<file path="config.mk">
export PLATFORM = sky130hd
export DESIGN_NAME = uart_rx_deframer
export DESIGN_NICKNAME = d
export VERILOG_FILES = /design/src/rtl/uart_typedef_pkg.sv /design/src/rtl/uart_baud_tick.sv /design/src/rtl/uart_rx_deframer.sv
export SDC_FILE = /design/constraint.sdc
export NUM_CORES = 1
export LEC_CHECK = 0
export ABC_CLOCK_PERIOD_IN_PS = 6300
export BUFFER_PORTS_ARGS = -buffer_cell sky130_fd_sc_hd__buf_2
export CORE_MARGIN = 10
export CORE_UTILIZATION = 35
export DETAILED_ROUTE_END_ITERATION = 6
export MAX_ROUTING_LAYER = met4
export RECOVER_POWER = 50
export SYNTH_ARGS = -nofsm -noshare
export SYNTH_HDL_FRONTEND = slang
export SYNTH_HIERARCHICAL = 1
export SYNTH_SLANG_ARGS = --single-unit
</file>
<file path="constraint.sdc">
create_clock -name clk -period 6.3 [get_ports clk]
set_input_delay 0.315 -clock clk [delete_from_list [all_inputs] [get_ports clk]]
set_output_delay 0.315 -clock clk [all_outputs]
set_load 0.05 [all_outputs]
</file>
<file path="src/rtl/uart_typedef_pkg.sv">
// Shared UART types: transaction tag, receive FSM states and synchronizer depth.
package uart_typedef_pkg;

  typedef enum logic {
    UART_COMMAND  = 1'b0,
    UART_RESPONSE = 1'b1
  } trans_type_t;

  typedef enum logic [2:0] {
    IDLE   = 3'd0,
    START  = 3'd1,
    DATA   = 3'd2,
    TYPE   = 3'd3,
    PARITY = 3'd4,
    STOP   = 3'd5,
    BREAK  = 3'd6
  } rx_state_t;

  localparam int UART_RX_SYNC_STAGES = 2;

endpackage

</file>
<file path="src/rtl/uart_baud_tick.sv">
// Oversample tick generator: divides clk by max(baud_div,1), with a clear that parks the count at 0.
module uart_baud_tick (
  input  logic        clk,
  input  logic        rst,
  input  logic        clear,
  input  logic [15:0] baud_div,
  output logic        tick
);

  logic [15:0] cnt_q, cnt_d;
  logic [15:0] div_eff;
  logic        wrap;

  assign div_eff = (baud_div == 16'd0) ? 16'd1 : baud_div;
  assign wrap    = (cnt_q == div_eff - 16'd1);
  assign tick    = wrap && !clear;

  // Next count: held at 0 while cleared, otherwise wraps after div_eff cycles.
  always_comb begin
    cnt_d = cnt_q + 16'd1;
    if (clear || wrap) begin
      cnt_d = 16'd0;
    end
  end

  // Count register.
  always_ff @(posedge clk) begin
    if (rst) begin
      cnt_q <= 16'd0;
    end else begin
      cnt_q <= cnt_d;
    end
  end

endmodule

</file>
<file path="src/rtl/uart_rx_deframer.sv">
// UART receive deframer: synchronizes rxd, oversamples 9-bit-mode frames and buffers one transaction.
module uart_rx_deframer
  import uart_typedef_pkg::*;
#(
  parameter int OVERSAMPLE = 16,
  parameter int DATA_BITS  = 8,
  parameter int PARITY_EN  = 1
) (
  input  logic                 clk,
  input  logic                 rst,
  input  logic [15:0]          baud_div,
  input  logic                 rxd,
  output logic                 out_valid,
  input  logic                 out_ready,
  output logic [DATA_BITS-1:0] out_data,
  output trans_type_t          out_type,
  output logic                 out_parity_err,
  output logic                 out_frame_err,
  output logic                 overrun
);

  localparam int OS_W  = $clog2(OVERSAMPLE);
  localparam int BIT_W = $clog2(DATA_BITS + 1);
  localparam logic [OS_W-1:0]  OS_HALF = OS_W'(OVERSAMPLE / 2 - 1);
  localparam logic [OS_W-1:0]  OS_FULL = OS_W'(OVERSAMPLE - 1);
  localparam logic [BIT_W-1:0] BIT_LAST = BIT_W'(DATA_BITS - 1);

  logic [UART_RX_SYNC_STAGES-1:0] sync_q, sync_d;
  logic                           rxd_s;
  logic                           rxd_prev_q, rxd_prev_d;
  rx_state_t                      state_q, state_d;
  logic [OS_W-1:0]                os_cnt_q, os_cnt_d;
  logic [BIT_W-1:0]               bit_cnt_q, bit_cnt_d;
  logic [DATA_BITS-1:0]           shift_q, shift_d;
  logic                           type_q, type_d;
  logic                           perr_q, perr_d;
  logic                           out_valid_q, out_valid_d;
  logic [DATA_BITS-1:0]           out_data_q, out_data_d;
  trans_type_t                    out_type_q, out_type_d;
  logic                           out_perr_q, out_perr_d;
  logic                           out_ferr_q, out_ferr_d;
  logic                           overrun_q, overrun_d;
  logic                           tick;
  logic                           sample;

  assign rxd_s  = sync_q[UART_RX_SYNC_STAGES-1];
  assign sync_d = {sync_q[UART_RX_SYNC_STAGES-2:0], rxd};
  assign sample = tick && (os_cnt_q == OS_FULL);

  uart_baud_tick u_baud_tick (
    .clk      (clk),
    .rst      (rst),
    .clear    (state_q == IDLE),
    .baud_div (baud_div),
    .tick     (tick)
  );

  // Frame FSM, shift register and output buffer next-state logic.
  always_comb begin
    rxd_prev_d  = rxd_s;
    state_d     = state_q;
    os_cnt_d    = os_cnt_q;
    bit_cnt_d   = bit_cnt_q;
    shift_d     = shift_q;
    type_d      = type_q;
    perr_d      = perr_q;
    out_valid_d = out_valid_q;
    out_data_d  = out_data_q;
    out_type_d  = out_type_q;
    out_perr_d  = out_perr_q;
    out_ferr_d  = out_ferr_q;
    overrun_d   = 1'b0;

    if (out_valid_q && out_ready) begin
      out_valid_d = 1'b0;
    end

    if (tick) begin
      os_cnt_d = (os_cnt_q == OS_FULL) ? '0 : os_cnt_q + 1'b1;
    end

    case (state_q)
      IDLE: begin
        os_cnt_d  = '0;
        bit_cnt_d = '0;
        if (rxd_prev_q && !rxd_s) begin
          state_d = START;
        end
      end
      START: begin
        if (tick && (os_cnt_q == OS_HALF)) begin
          os_cnt_d = '0;
          state_d  = rxd_s ? IDLE : DATA;
        end
      end
      DATA: begin
        if (sample) begin
          shift_d = {rxd_s, shift_q[DATA_BITS-1:1]};
          if (bit_cnt_q == BIT_LAST) begin
            bit_cnt_d = '0;
            state_d   = TYPE;
          end else begin
            bit_cnt_d = bit_cnt_q + 1'b1;
          end
        end
      end
      TYPE: begin
        if (sample) begin
          type_d  = rxd_s;
          perr_d  = 1'b0;
          state_d = (PARITY_EN != 0) ? PARITY : STOP;
        end
      end
      PARITY: begin
        if (sample) begin
          perr_d  = ^{shift_q, type_q, rxd_s};
          state_d = STOP;
        end
      end
      STOP: begin
        if (sample) begin
          if (!out_valid_q || out_ready) begin
            out_valid_d = 1'b1;
            out_data_d  = shift_q;
            out_type_d  = trans_type_t'(type_q);
            out_perr_d  = (PARITY_EN != 0) ? perr_q : 1'b0;
            out_ferr_d  = !rxd_s;
          end else begin
            overrun_d = 1'b1;
          end
          state_d = rxd_s ? IDLE : BREAK;
        end
      end
      BREAK: begin
        if (rxd_s) begin
          state_d = IDLE;
        end
      end
      default: begin
        state_d = IDLE;
      end
    endcase
  end

  // State and datapath registers.
  always_ff @(posedge clk) begin
    if (rst) begin
      sync_q      <= '1;
      rxd_prev_q  <= 1'b1;
      state_q     <= IDLE;
      os_cnt_q    <= '0;
      bit_cnt_q   <= '0;
      shift_q     <= '0;
      type_q      <= 1'b0;
      perr_q      <= 1'b0;
      out_valid_q <= 1'b0;
      out_data_q  <= '0;
      out_type_q  <= UART_COMMAND;
      out_perr_q  <= 1'b0;
      out_ferr_q  <= 1'b0;
      overrun_q   <= 1'b0;
    end else begin
      sync_q      <= sync_d;
      rxd_prev_q  <= rxd_prev_d;
      state_q     <= state_d;
      os_cnt_q    <= os_cnt_d;
      bit_cnt_q   <= bit_cnt_d;
      shift_q     <= shift_d;
      type_q      <= type_d;
      perr_q      <= perr_d;
      out_valid_q <= out_valid_d;
      out_data_q  <= out_data_d;
      out_type_q  <= out_type_d;
      out_perr_q  <= out_perr_d;
      out_ferr_q  <= out_ferr_d;
      overrun_q   <= overrun_d;
    end
  end

  assign out_valid      = out_valid_q;
  assign out_data       = out_data_q;
  assign out_type       = out_type_q;
  assign out_parity_err = out_perr_q;
  assign out_frame_err  = out_ferr_q;
  assign overrun        = overrun_q;

endmodule

</file>
==> flow_metrics.tcl <==
set metrics [dict create \
    status "complete, but fails checks" \
    violations "max-capacitance violations, max-slew violations" \
    synthesis.area_mm2 0.00308 \
    grt_max_degree 53 \
    r2r_setup_slack_ns 2.31 \
    fin_crit_ns 5.28 \
    io_buffers 32 \
    yosysSeqAreaShare 0.344 \
    avgViaCountPerCell 5.32 \
    dieHeight_um 114 \
    drv_cap 2 \
    drtIter0Drc 69 \
    path_class "input pin to register" \
    initial_core_util 0.357 \
    rr_startpoint "u_baud_tick/cnt_q[12]$_SDFF_PP0_" \
    hp-class "input pin to register" \
    hold_viol 0 \
    p_leak_nw 1.11 \
    grt_util_met2 0.168 \
    synthesis.nets 372 \
    numCtsBuffers 5 \
    wl_per_cell_um 14.0 \
    syn_avg_cell_area_um2 8.86 \
    yosysWarnings 6 \
    gr-total-overflow 0 \
    power_uw 591 \
    worstRegToRegCells 12 \
    vias 2537 \
    synth_top_flop_cell "dfxtp_1" \
    timing.slew.headroom -0.748 \
    ctsHtreeMaxLevel 2 \
    skew_ns 0.0151 \
    cts_sinks 53 \
    post-cts-setup-buffers 0 \
    n_antenna_cell 0 \
    fin_crit_sh 0.838 \
    die_w_um 114 \
    cts_hold_buf 0 \
    synth_area_leader_cell "dfxtp_1" \
    finalSetupViolCount 0 \
    vdd.ir_drop.worst_uv 122 \
    dieArea_mm2 0.0130 \
    required_ns 6.40 \
    finalMaxSlewViolations 70 \
    grt-busiest-layer "met2" \
    gr-usage-all-layers 0.105 \
    rows 34 \
    areaGrowthSynthToFinish_pct 8.53 \
    r2r-end "out_data[4]$_SDFFE_PP0P_" \
    antenna_found_initial 0 \
    root_buffer "clkbuf_8" \
    cp-end-kind "register" \
    drive_gt1_frac 0.133 \
    synth_cell_types 66 \
    grt_pass1_vias 2543 \
    worst_pin_slew_ns 2.60 \
    clk_latency_ns 0.31 \
    cellPowerDensity_mw_per_mm2 177 \
    gp_congestion 0.922 \
    cts.repair.resized 0 \
    use_met3 0.0257 \
    nets 392 \
    coreArea_mm2 0.00864 \
    synth_area_leaders "dfxtp_1, xnor2_1, mux2i_1" \
    ys_ff_latch 53 \
    async_reset_ff_frac 0 \
    crit_arrival_ns 5.39 \
    clockBufferDepth 2 \
    synth-edff-count 0 \
    wirelength_um 6690 \
    grt_first_pass_wirelength_um 11500 \
    cts_tree "done" \
    tns_ns 0 \
    synth_cells 348 \
    drc 0 \
    drt_first_pass_iters 4 \
    rsz0062_at_grt "no" \
    fmax_mhz 189 \
    crit_path_start "baud_div[0]" \
    start_kind "input pin" \
    path_clk_slew_ns 0.11 \
    antenna_left 0 \
    crit_end "out_data[4]$_SDFFE_PP0P_" \
    dp_hpwl_um 5000 \
    grt_use_met1 0.129 \
    ios 33 \
    yosysTopAreaCellShare 0.344 \
    cp_max_fo 12 \
]
==> sequential cells by signal, summed over array words and instances (netlist names) <==
name	flops
rxd_prev_q	1
perr_q	1
bit_cnt_q	4
os_cnt_q	4
state_q	3
out_valid	1
overrun	1
out_type	1
out_frame_err	1
out_data	8
sync_q	2
type_q	1
u_baud_tick/cnt_q	16
out_parity_err	1
shift_q	8
==> routing by layer <==
metal	vias up	wire length (um)
met2	44	3170
met4	0	55
met3	4	300
met5	-	0
met1	1187	3160
li1	1302	-
==> kinds of logic (layout without fill, tap and decap cells) <==
logic type | after synthesis | in the layout | synth area share
AOI/OAI and AO/OA | 54 | 54 | 0.126
xor gates and xnor gates | 41 | 41 | 0.117
adders and majority gates | 4 | 4 | 0.0162
buffers and inverters | 26 | 47 | 0.0422
DFF | 53 | 53 | 0.344
muxes | 23 | 23 | 0.0747
and+or+nand+nor | 147 | 147 | 0.280
==> layout by cell type (no fill, tap or decap), drive strengths merged, types with 6 or more instances in the layout <==
cell type	count
nand3	13
inv	7
nor2b	9
buf	19
dfxtp	53
nor2	42
mux2i	23
nand2	11
clkbuf	20
nor3	11
xor2	12
xnor2	29
a21oi	13
nand4	8
or3	6
o21ai	13
nor4	20
==> power breakdown <==
| part | switching [mW] | leakage, nW | internal [mW] | total, mW |
|---|---|---|---|---|
| combinational | 0.0280 | 0.628 | 0.0184 | 0.0464 |
| clock | 0.123 | 0.0506 | 0.0834 | 0.206 |
| sequential | 0.00228 | 0.427 | 0.336 | 0.338 |
| total | 0.153 | 1.11 | 0.438 | 0.591 |
==> through the flow <==
| step | instances | setup WS, ns | hold slack [ns] | cell area, um2 | utilization |
|---|---|---|---|---|---|
| 5_1_grt | 477 | 0.666 | 0.158 | 3340 | 0.387 |
| 4_1_cts | 477 | 1.23 | 0.159 | 3380 | 0.392 |
| 3_5_place_dp | 469 | 0.904 | 0.402 | 3290 | 0.381 |
| 6_report | 477 | 1.02 | 0.175 | 3340 | 0.387 |
| 2_1_floorplan | 348 | 1.77 | 0.389 | 3080 | - |
| 3_3_place_gp | 469 | 1.10 | 0.394 | 3290 | 0.381 |
==> layout make-up <==
cell class / instances / area, um2
multi-input cells: 269 / 1880
well taps: 108 / 135
clock buffers: 5 / 68.8
repair buffers: 34 / 156
clock inverters: 3 / 28.8
fillers: 894 / 5290
inverters: 5 / 18.8
flip-flops and latches: 53 / 1060
==> critical path, cell delays in order <==
cell and delay, ns:
clkbuf_1 0.14, or4_1 0.69, or3_1 0.46, nor3_1 0.22
nor2_1 0.06, ha_1 0.22, nor3b_1 0.21, or3_1 0.39
nand3_1 0.10, and4_1 0.19, or3b_1 0.36, a2111oi_0 0.51
buf_4 0.25, and4_1 0.36, nand3_2 0.17, nor2b_4 0.42
mux2i_1 0.25, nor2_1 0.06
==> synth_stat cells, types with 3 or more instances <==
master,n
ha_1,4
clkbuf_1,10
o21ai_0,10
nand3_1,12
or4_1,3
nor2_1,41
nor2b_1,8
buf_2,4
nand2_1,11
or3_1,3
dfxtp_1,53
nor3_1,11
nor3b_1,3
nand4_1,8
xor2_1,12
nand2b_1,3
inv_1,5
xnor2_1,29
buf_6,3
a21oi_1,13
nor4_1,16
or2_2,4
o21a_1,3
mux2i_1,23
==> how the worst min path moves through the flow <==
stage                              start                    to  slack [ns]  cells past startpoint
detailed placement  sync_q[0]$_SDFF_PP1_  sync_q[1]$_SDFF_PP1_        0.40                      1
finish                               rxd  sync_q[0]$_SDFF_PP1_        0.17                      2
global placement    sync_q[0]$_SDFF_PP1_  sync_q[1]$_SDFF_PP1_        0.39                      1
floorplan           sync_q[0]$_SDFF_PP1_  sync_q[1]$_SDFF_PP1_        0.39                      1
CTS                                  rxd  sync_q[0]$_SDFF_PP1_        0.16                      2
global route                         rxd  sync_q[0]$_SDFF_PP1_        0.16                      2
(Power assumes the default switching activity.)
